`config.mk`:
```
export PLATFORM = sky130hd
export DESIGN_NAME = mem_access_ctrl_flat
export DESIGN_NICKNAME = d
export VERILOG_FILES = /design/src/rtl/mem_access_ctrl_if.sv /design/src/rtl/mem_access_ctrl.sv /design/src/flat_wrapper.sv
export SDC_FILE = /design/constraint.sdc
export NUM_CORES = 1
export LEC_CHECK = 0
export ABC_AREA = 1
export CORE_ASPECT_RATIO = 2
export CORE_UTILIZATION = 46
export DETAILED_ROUTE_END_ITERATION = 8
export PLACE_DENSITY = 0.85
export SLEW_MARGIN = 20
export SYNTH_ARGS = -nofsm -noshare
export SYNTH_HDL_FRONTEND = slang
export SYNTH_SLANG_ARGS = --single-unit
```
`constraint.sdc`:
```
create_clock -name clk -period 4.35 [get_ports clk]
set_clock_uncertainty 0.15 [all_clocks]
set_input_delay 0.87 -clock clk [delete_from_list [all_inputs] [get_ports clk]]
set_output_delay 0.87 -clock clk [all_outputs]
set_load 0.02 [all_outputs]
```
`src/rtl/mem_access_ctrl_if.sv`:
```
// Word-addressed, byte-enabled memory bus with a req/ack handshake.
// master = mem_access_ctrl side, slave = memory side.
interface mem_access_ctrl_if;
   localparam int unsigned ADDR_W = 30;
   localparam int unsigned DATA_W = 32;
   localparam int unsigned BE_W   = 4;

   logic              mem_req;
   logic              mem_we;
   logic [ADDR_W-1:0] mem_addr;
   logic [BE_W-1:0]   mem_be;
   logic [DATA_W-1:0] mem_wdata;
   logic              mem_ack;
   logic [DATA_W-1:0] mem_rdata;

   modport master (
      output mem_req, mem_we, mem_addr, mem_be, mem_wdata,
      input  mem_ack, mem_rdata
   );

   modport slave (
      input  mem_req, mem_we, mem_addr, mem_be, mem_wdata,
      output mem_ack, mem_rdata
   );
endinterface

```
`src/rtl/mem_access_ctrl.sv`:
```
// Memory-side executor for the multicycle core: one fetch/load/store per transaction.
// Optional mem_ack timeout enabled by defining MEM_ACCESS_TIMEOUT_EN.
module mem_access_ctrl #(
   parameter int unsigned TIMEOUT_CYCLES = 255
) (
   input  logic        clk,
   input  logic        rst,
   input  logic        req_valid,
   input  logic        req_fetch,
   input  logic        req_we,
   input  logic [2:0]  req_funct3,
   input  logic [31:0] req_addr,
   input  logic [31:0] req_wdata,
   output logic        busy,
   output logic        done,
   output logic        err,
   output logic [31:0] rdata,
   mem_access_ctrl_if.master mem
);

   localparam int unsigned DATA_W = 32;
   localparam int unsigned ADDR_W = 30;
   localparam int unsigned CNT_W  = 10;

   if (TIMEOUT_CYCLES < 1 || TIMEOUT_CYCLES > 1023) begin : g_bad_timeout
      $error("mem_access_ctrl: TIMEOUT_CYCLES must be within 1..1023");
   end

   typedef enum logic [1:0] {S_IDLE, S_REQ, S_RESP} state_e;

   // Request attributes needed later to format the returned word
   typedef struct packed {
      logic       fetch;
      logic [2:0] funct3;
      logic [1:0] off;
   } req_t;

   state_e              state_q, state_d;
   req_t                req_q, req_d;
   logic                busy_q, busy_d;
   logic                done_q, done_d;
   logic                err_q, err_d;
   logic [DATA_W-1:0]   rdata_q, rdata_d;
   logic                mem_req_q, mem_req_d;
   logic                mem_we_q, mem_we_d;
   logic [ADDR_W-1:0]   mem_addr_q, mem_addr_d;
   logic [3:0]          mem_be_q, mem_be_d;
   logic [DATA_W-1:0]   mem_wdata_q, mem_wdata_d;
`ifdef MEM_ACCESS_TIMEOUT_EN
   logic [CNT_W-1:0]    to_cnt_q, to_cnt_d;
`endif

   logic [1:0]  off_c;
   logic        illegal_c;
   logic        store_c;
   logic [3:0]  be_c;
   logic [31:0] wdata_c;

   assign off_c   = req_addr[1:0];
   assign store_c = req_we & ~req_fetch;

   // Access legality, byte enables and lane-replicated store data for the incoming request
   always_comb begin
      illegal_c = 1'b0;
      be_c      = 4'b1111;
      wdata_c   = req_wdata;
      if (req_fetch) begin
         illegal_c = (off_c != 2'b00);
      end else begin
         unique case (req_funct3[1:0])
            2'b00: begin
               be_c    = 4'(4'b0001 << off_c);
               wdata_c = {4{req_wdata[7:0]}};
            end
            2'b01: begin
               illegal_c = off_c[0];
               be_c      = 4'(4'b0011 << off_c);
               wdata_c   = {2{req_wdata[15:0]}};
            end
            2'b10:   illegal_c = (off_c != 2'b00) | req_funct3[2];
            default: illegal_c = 1'b1;
         endcase
         if (req_we && req_funct3[2]) illegal_c = 1'b1;
      end
      if (!store_c) wdata_c = '0;
   end

   function automatic logic [31:0] fmt_load(input logic [31:0] w, input req_t r);
      logic [31:0] sh;
      logic [31:0] res;
      sh  = w >> {r.off, 3'b000};
      res = w;
      if (!r.fetch) begin
         unique case (r.funct3)
            3'b000:  res = {{24{sh[7]}}, sh[7:0]};
            3'b100:  res = {24'h0, sh[7:0]};
            3'b001:  res = {{16{sh[15]}}, sh[15:0]};
            3'b101:  res = {16'h0, sh[15:0]};
            default: res = w;
         endcase
      end
      return res;
   endfunction

   // Next-state and registered-output logic
   always_comb begin
      state_d     = state_q;
      req_d       = req_q;
      busy_d      = busy_q;
      done_d      = 1'b0;
      err_d       = err_q;
      rdata_d     = rdata_q;
      mem_req_d   = mem_req_q;
      mem_we_d    = mem_we_q;
      mem_addr_d  = mem_addr_q;
      mem_be_d    = mem_be_q;
      mem_wdata_d = mem_wdata_q;
`ifdef MEM_ACCESS_TIMEOUT_EN
      to_cnt_d    = to_cnt_q;
`endif
      unique case (state_q)
         S_IDLE: begin
            if (req_valid) begin
               req_d = '{fetch: req_fetch, funct3: req_funct3, off: off_c};
               if (illegal_c) begin
                  state_d = S_RESP;
                  err_d   = 1'b1;
                  done_d  = 1'b1;
                  busy_d  = 1'b0;
               end else begin
                  state_d     = S_REQ;
                  busy_d      = 1'b1;
                  err_d       = 1'b0;
                  mem_req_d   = 1'b1;
                  mem_we_d    = store_c;
                  mem_addr_d  = req_addr[31:2];
                  mem_be_d    = be_c;
                  mem_wdata_d = wdata_c;
`ifdef MEM_ACCESS_TIMEOUT_EN
                  to_cnt_d    = '0;
`endif
               end
            end
         end
         S_REQ: begin
            if (mem.mem_ack) begin
               if (!mem_we_q) rdata_d = fmt_load(mem.mem_rdata, req_q);
               mem_req_d = 1'b0;
               mem_we_d  = 1'b0;
               state_d   = S_RESP;
               done_d    = 1'b1;
               busy_d    = 1'b0;
            end
`ifdef MEM_ACCESS_TIMEOUT_EN
            // Timeout fires on the TIMEOUT_CYCLES-th unacknowledged REQ cycle
            else if (to_cnt_q == CNT_W'(TIMEOUT_CYCLES - 1)) begin
               mem_req_d = 1'b0;
               mem_we_d  = 1'b0;
               state_d   = S_RESP;
               err_d     = 1'b1;
               done_d    = 1'b1;
               busy_d    = 1'b0;
            end else begin
               to_cnt_d = to_cnt_q + CNT_W'(1);
            end
`endif
         end
         S_RESP:  state_d = S_IDLE;
         default: state_d = S_IDLE;
      endcase
   end

   always_ff @(posedge clk) begin
      if (rst) begin
         state_q     <= S_IDLE;
         req_q       <= '0;
         busy_q      <= 1'b0;
         done_q      <= 1'b0;
         err_q       <= 1'b0;
         rdata_q     <= '0;
         mem_req_q   <= 1'b0;
         mem_we_q    <= 1'b0;
         mem_addr_q  <= '0;
         mem_be_q    <= '0;
         mem_wdata_q <= '0;
`ifdef MEM_ACCESS_TIMEOUT_EN
         to_cnt_q    <= '0;
`endif
      end else begin
         state_q     <= state_d;
         req_q       <= req_d;
         busy_q      <= busy_d;
         done_q      <= done_d;
         err_q       <= err_d;
         rdata_q     <= rdata_d;
         mem_req_q   <= mem_req_d;
         mem_we_q    <= mem_we_d;
         mem_addr_q  <= mem_addr_d;
         mem_be_q    <= mem_be_d;
         mem_wdata_q <= mem_wdata_d;
`ifdef MEM_ACCESS_TIMEOUT_EN
         to_cnt_q    <= to_cnt_d;
`endif
      end
   end

   assign busy          = busy_q;
   assign done          = done_q;
   assign err           = err_q;
   assign rdata         = rdata_q;
   assign mem.mem_req   = mem_req_q;
   assign mem.mem_we    = mem_we_q;
   assign mem.mem_addr  = mem_addr_q;
   assign mem.mem_be    = mem_be_q;
   assign mem.mem_wdata = mem_wdata_q;

endmodule

```
`src/flat_wrapper.sv`:
```
// flat-port wrapper written by rule: the top's interface ports become plain ports
module mem_access_ctrl_flat 
#(
   parameter int unsigned TIMEOUT_CYCLES = 255
)
  (clk, rst, req_valid, req_fetch, req_we, req_funct3, req_addr, req_wdata, busy, done, err, rdata, mem_mem_req, mem_mem_we, mem_mem_addr, mem_mem_be, mem_mem_wdata, mem_mem_ack, mem_mem_rdata);
  mem_access_ctrl_if mem_i ();
  input  logic clk;
  input  logic rst;
  input  logic req_valid;
  input  logic req_fetch;
  input  logic req_we;
  input  logic [2:0] req_funct3;
  input  logic [31:0] req_addr;
  input  logic [31:0] req_wdata;
  output logic busy;
  output logic done;
  output logic err;
  output logic [31:0] rdata;
  output wire logic [$bits(mem_i.mem_req)-1:0] mem_mem_req;
  output wire logic [$bits(mem_i.mem_we)-1:0] mem_mem_we;
  output wire logic [$bits(mem_i.mem_addr)-1:0] mem_mem_addr;
  output wire logic [$bits(mem_i.mem_be)-1:0] mem_mem_be;
  output wire logic [$bits(mem_i.mem_wdata)-1:0] mem_mem_wdata;
  input wire logic [$bits(mem_i.mem_ack)-1:0] mem_mem_ack;
  input wire logic [$bits(mem_i.mem_rdata)-1:0] mem_mem_rdata;
  assign mem_mem_req = mem_i.mem_req;
  assign mem_mem_we = mem_i.mem_we;
  assign mem_mem_addr = mem_i.mem_addr;
  assign mem_mem_be = mem_i.mem_be;
  assign mem_mem_wdata = mem_i.mem_wdata;
  assign mem_i.mem_ack = mem_mem_ack;
  assign mem_i.mem_rdata = mem_mem_rdata;
  mem_access_ctrl #(.TIMEOUT_CYCLES(TIMEOUT_CYCLES)) u_core (.clk(clk), .rst(rst), .req_valid(req_valid), .req_fetch(req_fetch), .req_we(req_we), .req_funct3(req_funct3), .req_addr(req_addr), .req_wdata(req_wdata), .busy(busy), .done(done), .err(err), .rdata(rdata), .mem(mem_i));
endmodule
```
Word-level counts from Yosys, hierarchy flattened
Index checks and enable logic that the tools add are counted.
Widths: inputs -> output; s select.
{"block": "classes", "eq_ne": 9, "shifts": 3, "n_mux": 28, "bitwise_logic": 5, "n_reduce_logical": 12}
{"cell": "$pmux 32 s4", "n": 1}
{"cell": "$mux 32", "n": 3}
{"cell": "$pmux 32 s2", "n": 1}
{"cell": "$shr 32x5->16", "n": 1}
{"cell": "$mux 1", "n": 12}
{"cell": "$reduce_and 3->1", "n": 3}
{"cell": "$pmux 1 s2", "n": 4}
{"cell": "$pmux 4 s2", "n": 1}
{"cell": "$eq 3x3->1 const B", "n": 2}
{"cell": "$mux 2", "n": 3}
{"cell": "$ne 2x2->1 const B", "n": 3}
{"cell": "$eq 2x1->1 const B", "n": 2}
{"cell": "$logic_not 2->1", "n": 2}
{"cell": "$mux 4", "n": 1}
{"cell": "$pmux 2 s2", "n": 1}
{"cell": "$reduce_and 2->1", "n": 2}
{"cell": "$reduce_and 4->1", "n": 1}
{"cell": "$reduce_bool 2->1", "n": 2}
{"cell": "$shl 1x2->4 const A", "n": 1}
{"cell": "$shl 2x2->4 const A", "n": 1}
{"cell": "$eq 3x1->1 const B", "n": 1}
{"cell": "$logic_not 3->1", "n": 1}
{"cell": "$not 1->1", "n": 3}
{"cell": "$pmux 1 s3", "n": 1}
{"cell": "4 further kinds", "n": 4}
{"block": "totals", "register_bits": 111, "in_bits": 105, "output_inout_bits": 103}

Depth between registers and ports, before layout
{"block": "logic_depth", "ltp_word": 8, "depth_mapped": 11, "ltp_nobuf": 8}

Worst setup path before layout
OpenSTA, ideal clock, no wires.
{"block": "synth_timing", "path_kind": "in2reg", "from": "input req_fetch", "to": "register u_core.mem_wdata_q[12] (netlist: u_core.mem.mem_wdata[12])", "setup_ps": 116, "arrival_ps": 1729, "required_time_ps": 4084, "setup_slack_ps": 2356, "stages": 8, "path_buffers": 2, "cell_sequence": "nor2_4 -> inv_2 -> o21ai_2 -> nand3_4 -> buf_6 -> buf_4 -> a21oi_1 -> nor2_1"}
{"block": "synth_via", "elab_chain_len": 3, "word_cells_on_any_way": 7}
{"item": "start, declared", "line_no": "flat_wrapper.sv:11", "text": "input logic req_fetch;"}
{"item": "$mux 1 or $not 1->1 (tied branches)", "line_no": "mem_access_ctrl.sv:67, mem_access_ctrl.sv:60"}
{"item": "$not 1->1 (no source line) or $and 1x1->1 (tied branches)"}
{"item": "$reduce_and 3->1 (no source line) or $mux 32 (tied branches)"}
{"item": "end signal, assigned", "line_no": "mem_access_ctrl.sv:200", "text": "mem_wdata_q <= mem_wdata_d;"}
{"item": "end, declared", "line_no": "mem_access_ctrl.sv:48", "text": "logic [DATA_W-1:0] mem_wdata_q, mem_wdata_d;"}
Several ways; a longest one is shown, not always the timed one.
A chain may end at the register's enable or synchronous reset.

Final worst setup path
{"block": "layout_timing", "from": "input req_funct3[1]", "to": "register u_core.mem_be_q[2] (netlist: u_core.mem.mem_be[2])"}
{"block": "layout_via", "elab_chain_len": 6, "word_cells_on_any_way": 10}
{"item": "start, declared", "line_no": "flat_wrapper.sv:13", "text": "input logic [2:0] req_funct3;"}
{"item": "$eq 2x2->1 (tied with other cells)", "line_no": "mem_access_ctrl.sv:70", "text": "unique case (req_funct3[1:0])"}
{"item": "$pmux 1 s3", "line_no": "mem_access_ctrl.sv:70"}
{"item": "$mux 1", "line_no": "mem_access_ctrl.sv:83", "text": "if (req_we && req_funct3[2]) illegal_c = 1'b1;"}
{"item": "$mux 1", "line_no": "mem_access_ctrl.sv:67", "text": "if (req_fetch) begin"}
{"item": "$not 1->1 (no source line)"}
{"item": "$reduce_and 3->1 (no source line)"}
{"item": "end signal, assigned", "line_no": "mem_access_ctrl.sv:199", "text": "mem_be_q <= mem_be_d;"}
{"item": "end, declared", "line_no": "mem_access_ctrl.sv:47", "text": "logic [3:0] mem_be_q, mem_be_d;"}
Several ways; a longest one is shown, not always the timed one.

==> flow_metrics.env <==
export IMPL_status="completed"
export IMPL_leakage_nw=2.86
export IMPL_powerDensity_nw_per_um2=326
export IMPL_drive_gt1_frac=0.0538
export IMPL_synth_cell_area_sq_um=5020
export IMPL_post_cts_resized=0
export IMPL_max_stage_delay_ns=0.51
export IMPL_synth_cell_types=28
export IMPL_clock_latency_ns=0.35
export IMPL_vdd_ir_drop_worst_mv=0.289
export IMPL_dieArea_sq_um=11400
export IMPL_fmax_ghz=0.333
export IMPL_fill_cells=882
export IMPL_postCtsSetupBuffers=0
export IMPL_clk_pin_slew_ns=0.07
export IMPL_p_total_mw=2.39
export IMPL_hpwl_um=12200
export IMPL_fin_crit_ns=3.00
export IMPL_pre_cts_slack_ns=0.987
export IMPL_power_frac_seq=0.457
export IMPL_rsz0062_at_grt="false"
export IMPL_synth_common_cells="nand2_1 (164), a21oi_1 (124), dfxtp_1 (111), o21ai_0 (96), nor2_1 (54)"
export IMPL_clock_sinks=111
export IMPL_r2r_worst_path_cells=5
export IMPL_cts_root_buf="clkbuf_16"
export IMPL_wl_per_cell_um=15.8
export IMPL_yosysMostFrequentCell="nand2_1"
export IMPL_cts_buffer_depth=2
export IMPL_cts_buffers=9
export IMPL_synth_warnings=0
export IMPL_drc=0
export IMPL_timing_rr_end="u_core.rdata[4]"
export IMPL_crit_chain="clkdlybuf4s50_1 -> nor2_4 -> inv_2 -> o21ai_2 -> nand3_4 -> inv_2 -> buf_4 -> o21ai_0 -> nor2_1"
export IMPL_crit_type="primary input to flop"
export IMPL_crit_reg2reg_launch="u_core.req_q[3]"
export IMPL_synth_fp_nets=815
export IMPL_end_kind="flop"
export IMPL_core_area_sq_um=10500
export IMPL_crit_start="req_funct3[1]"
export IMPL_synth_ff_type="dfxtp_1"
export IMPL_syn_avg_cell_area_sq_um=7.07
export IMPL_internal_power_mw=1.68
export IMPL_grt_start_max_net_pins=49
export IMPL_antenna_cells=0
export IMPL_ys_seq_area_frac=0.442
export IMPL_synth_edf_count=0
export IMPL_min_path_cells=2
export IMPL_crit_arrival_ns=3.14
export IMPL_grt_pass1_vias=5250
export IMPL_min_to="u_core.mem.mem_wdata[6]"
export IMPL_start_kind="primary input"
export IMPL_htree_levels=3
export IMPL_vias=5478
export IMPL_post_route_period_util=0.690
export IMPL_critPathBufInv=4
export IMPL_ant_nets=0
export IMPL_slowest_stage="clkdlybuf4s50_1"
export IMPL_p_sw_frac=0.298
export IMPL_p_clk_frac=0.332
export IMPL_grt_pass1_wl_um=24800
export IMPL_postCtsHoldBufs=0
export IMPL_final_core_util=0.694
export IMPL_syn_to_final_growth_pct=45.8
export IMPL_power_switching_mw=0.713
export IMPL_port_buffers=207
export IMPL_combPwrFrac=0.211
export IMPL_ios=208
export IMPL_ys_ff_latch=111
export IMPL_final_max_slew_viol_count=0
export IMPL_antenna_found_initial=0
export IMPL_dr_pass1_iters=5
export IMPL_netlist_instances=710
export IMPL_wl_um=16300
export IMPL_drtIter0Drc=247
export IMPL_hold_path_class="flop to flop"
export IMPL_die_w_um=75.9
export IMPL_die_y_um=150
export IMPL_worstHoldStart="u_core.mem.mem_wdata[6]"
export IMPL_async_reset_ff_frac=0
export IMPL_worst_pin_slew_ns=0.994
export IMPL_finalSetupViolations=0
export IMPL_setup_ws_ns=1.35
export IMPL_final_hold_violation_count=0
export IMPL_max_slew_margin=0.336
export IMPL_tritoncts="done"
export IMPL_finalSetupTns_ns=0
export IMPL_worstPathRequired_ns=4.49
export IMPL_yosys_top_cells_area="dfxtp_1 (44%), a21oi_1 (12%), nand2_1 (12%)"
export IMPL_avgViaCountPerCell=5.32
export IMPL_synth_top_area_cell="dfxtp_1"
export IMPL_routabilityCongestion=0.903
export IMPL_grt_usage=0.289
export IMPL_hold_slack_ns=0.311
export IMPL_start_util=0.476
export IMPL_cp_common_cell="inv_2"
export IMPL_finalNetCount=993
export IMPL_crit_fanout=36
export IMPL_synth_top_cell_area_share=0.442
export IMPL_row_count=53
export IMPL_r2r_slack_ns=2.02
export IMPL_cpLargestDelayFamily="buffers and inverters"
export IMPL_grt_overflow=0
export IMPL_cap_violations=0
[per-layer routing]
metal  up-vias  share of wire  track usage
met5         -              0            0
met4         0          0.048        0.165
met3        43          0.067       0.0855
met2       217           0.55        0.524
met1      2507           0.34        0.273
li1       2711              -            -
[power groups by stage]
stage | Combinational (mW) | Clock, mW | Sequential [mW]
final | 0.505 | 0.793 | 1.09
after global routing | 0.548 | 0.852 | 1.10
after CTS | 0.505 | 0.807 | 1.09
after detailed placement | 0.503 | 0 | 1.11
after global placement | 0.498 | 0 | 1.11
after floorplan | 0.242 | 0 | 1.15
[placed cells by master, fill, tap and decap left out, drive strengths merged]
master           n
clkinv           3
nand2          167
or2              3
inv             42
clkinvlp         2
a21oi          126
clkbuf           9
nand3           38
dfxtp          111
nor2            58
o211a            2
buf              9
nor3             8
o221ai           3
o21ai          105
nand4            1
clkdlybuf4s50  206
[worst max path at each step]
stage / to / slack, ns / depth (start not counted)
after floorplan: u_core.mem.mem_wdata[12] / 2.36 / 8
after global placement: u_core.mem.mem_addr[10] / 1.07 / 9
after detailed placement: u_core.mem.mem_be[2] / 0.99 / 9
after CTS: u_core.mem.mem_be[2] / 1.37 / 9
after global routing: u_core.mem.mem_wdata[21] / 1.18 / 9
final: u_core.mem.mem_be[2] / 1.35 / 9
[metrics by stage]
stage / cells / instance area (sq um)
6_report: 1030 / 7320
5_1_grt: 1030 / 7320
4_1_cts: 1030 / 7320
3_5_place_dp: 1014 / 7040
3_3_place_gp: 1014 / 7040
2_1_floorplan: 710 / 5020
[flip-flops by register name, indices dropped and copies added (netlist names), 2 cells and up]
| signal | cells |
|---|---|
| u_core.mem.mem_be | 4 |
| u_core.state_q | 2 |
| u_core.mem.mem_wdata | 32 |
| u_core.mem.mem_addr | 30 |
| u_core.rdata | 32 |
| u_core.req_q | 6 |
[tightest hold or removal path, cell delays in order, from the launching register on]
cell and delay (ns):
dfxtp_1 0.33, nand2_1 0.05, o21ai_0 0.05
[final cells by class]
| class | count | area, sq um | area share |
|---|---|---|---|
| Timing Repair Buffer | 215 | 2130 | 0.290 |
| Clock inverter | 7 | 53.8 | 0.00735 |
| Clock buffer | 9 | 225 | 0.0308 |
| Tap cell | 137 | 171 | 0.0234 |
| Sequential cell | 111 | 2220 | 0.303 |
| Multi-Input combinational cell | 511 | 2370 | 0.324 |
| Inverter | 40 | 151 | 0.0207 |
[cell families (layout without fill, tap and decap cells)]
group                  count (synthesis)  after routing  share of synthesized area
and+or+nand+nor                      275            275                      0.230
buffers and inverters                 88            271                     0.0855
DFF                                  111            111                      0.442
AOI/OAI and AO/OA                    236            236                      0.242
Power figures use the tool's default switching activity.
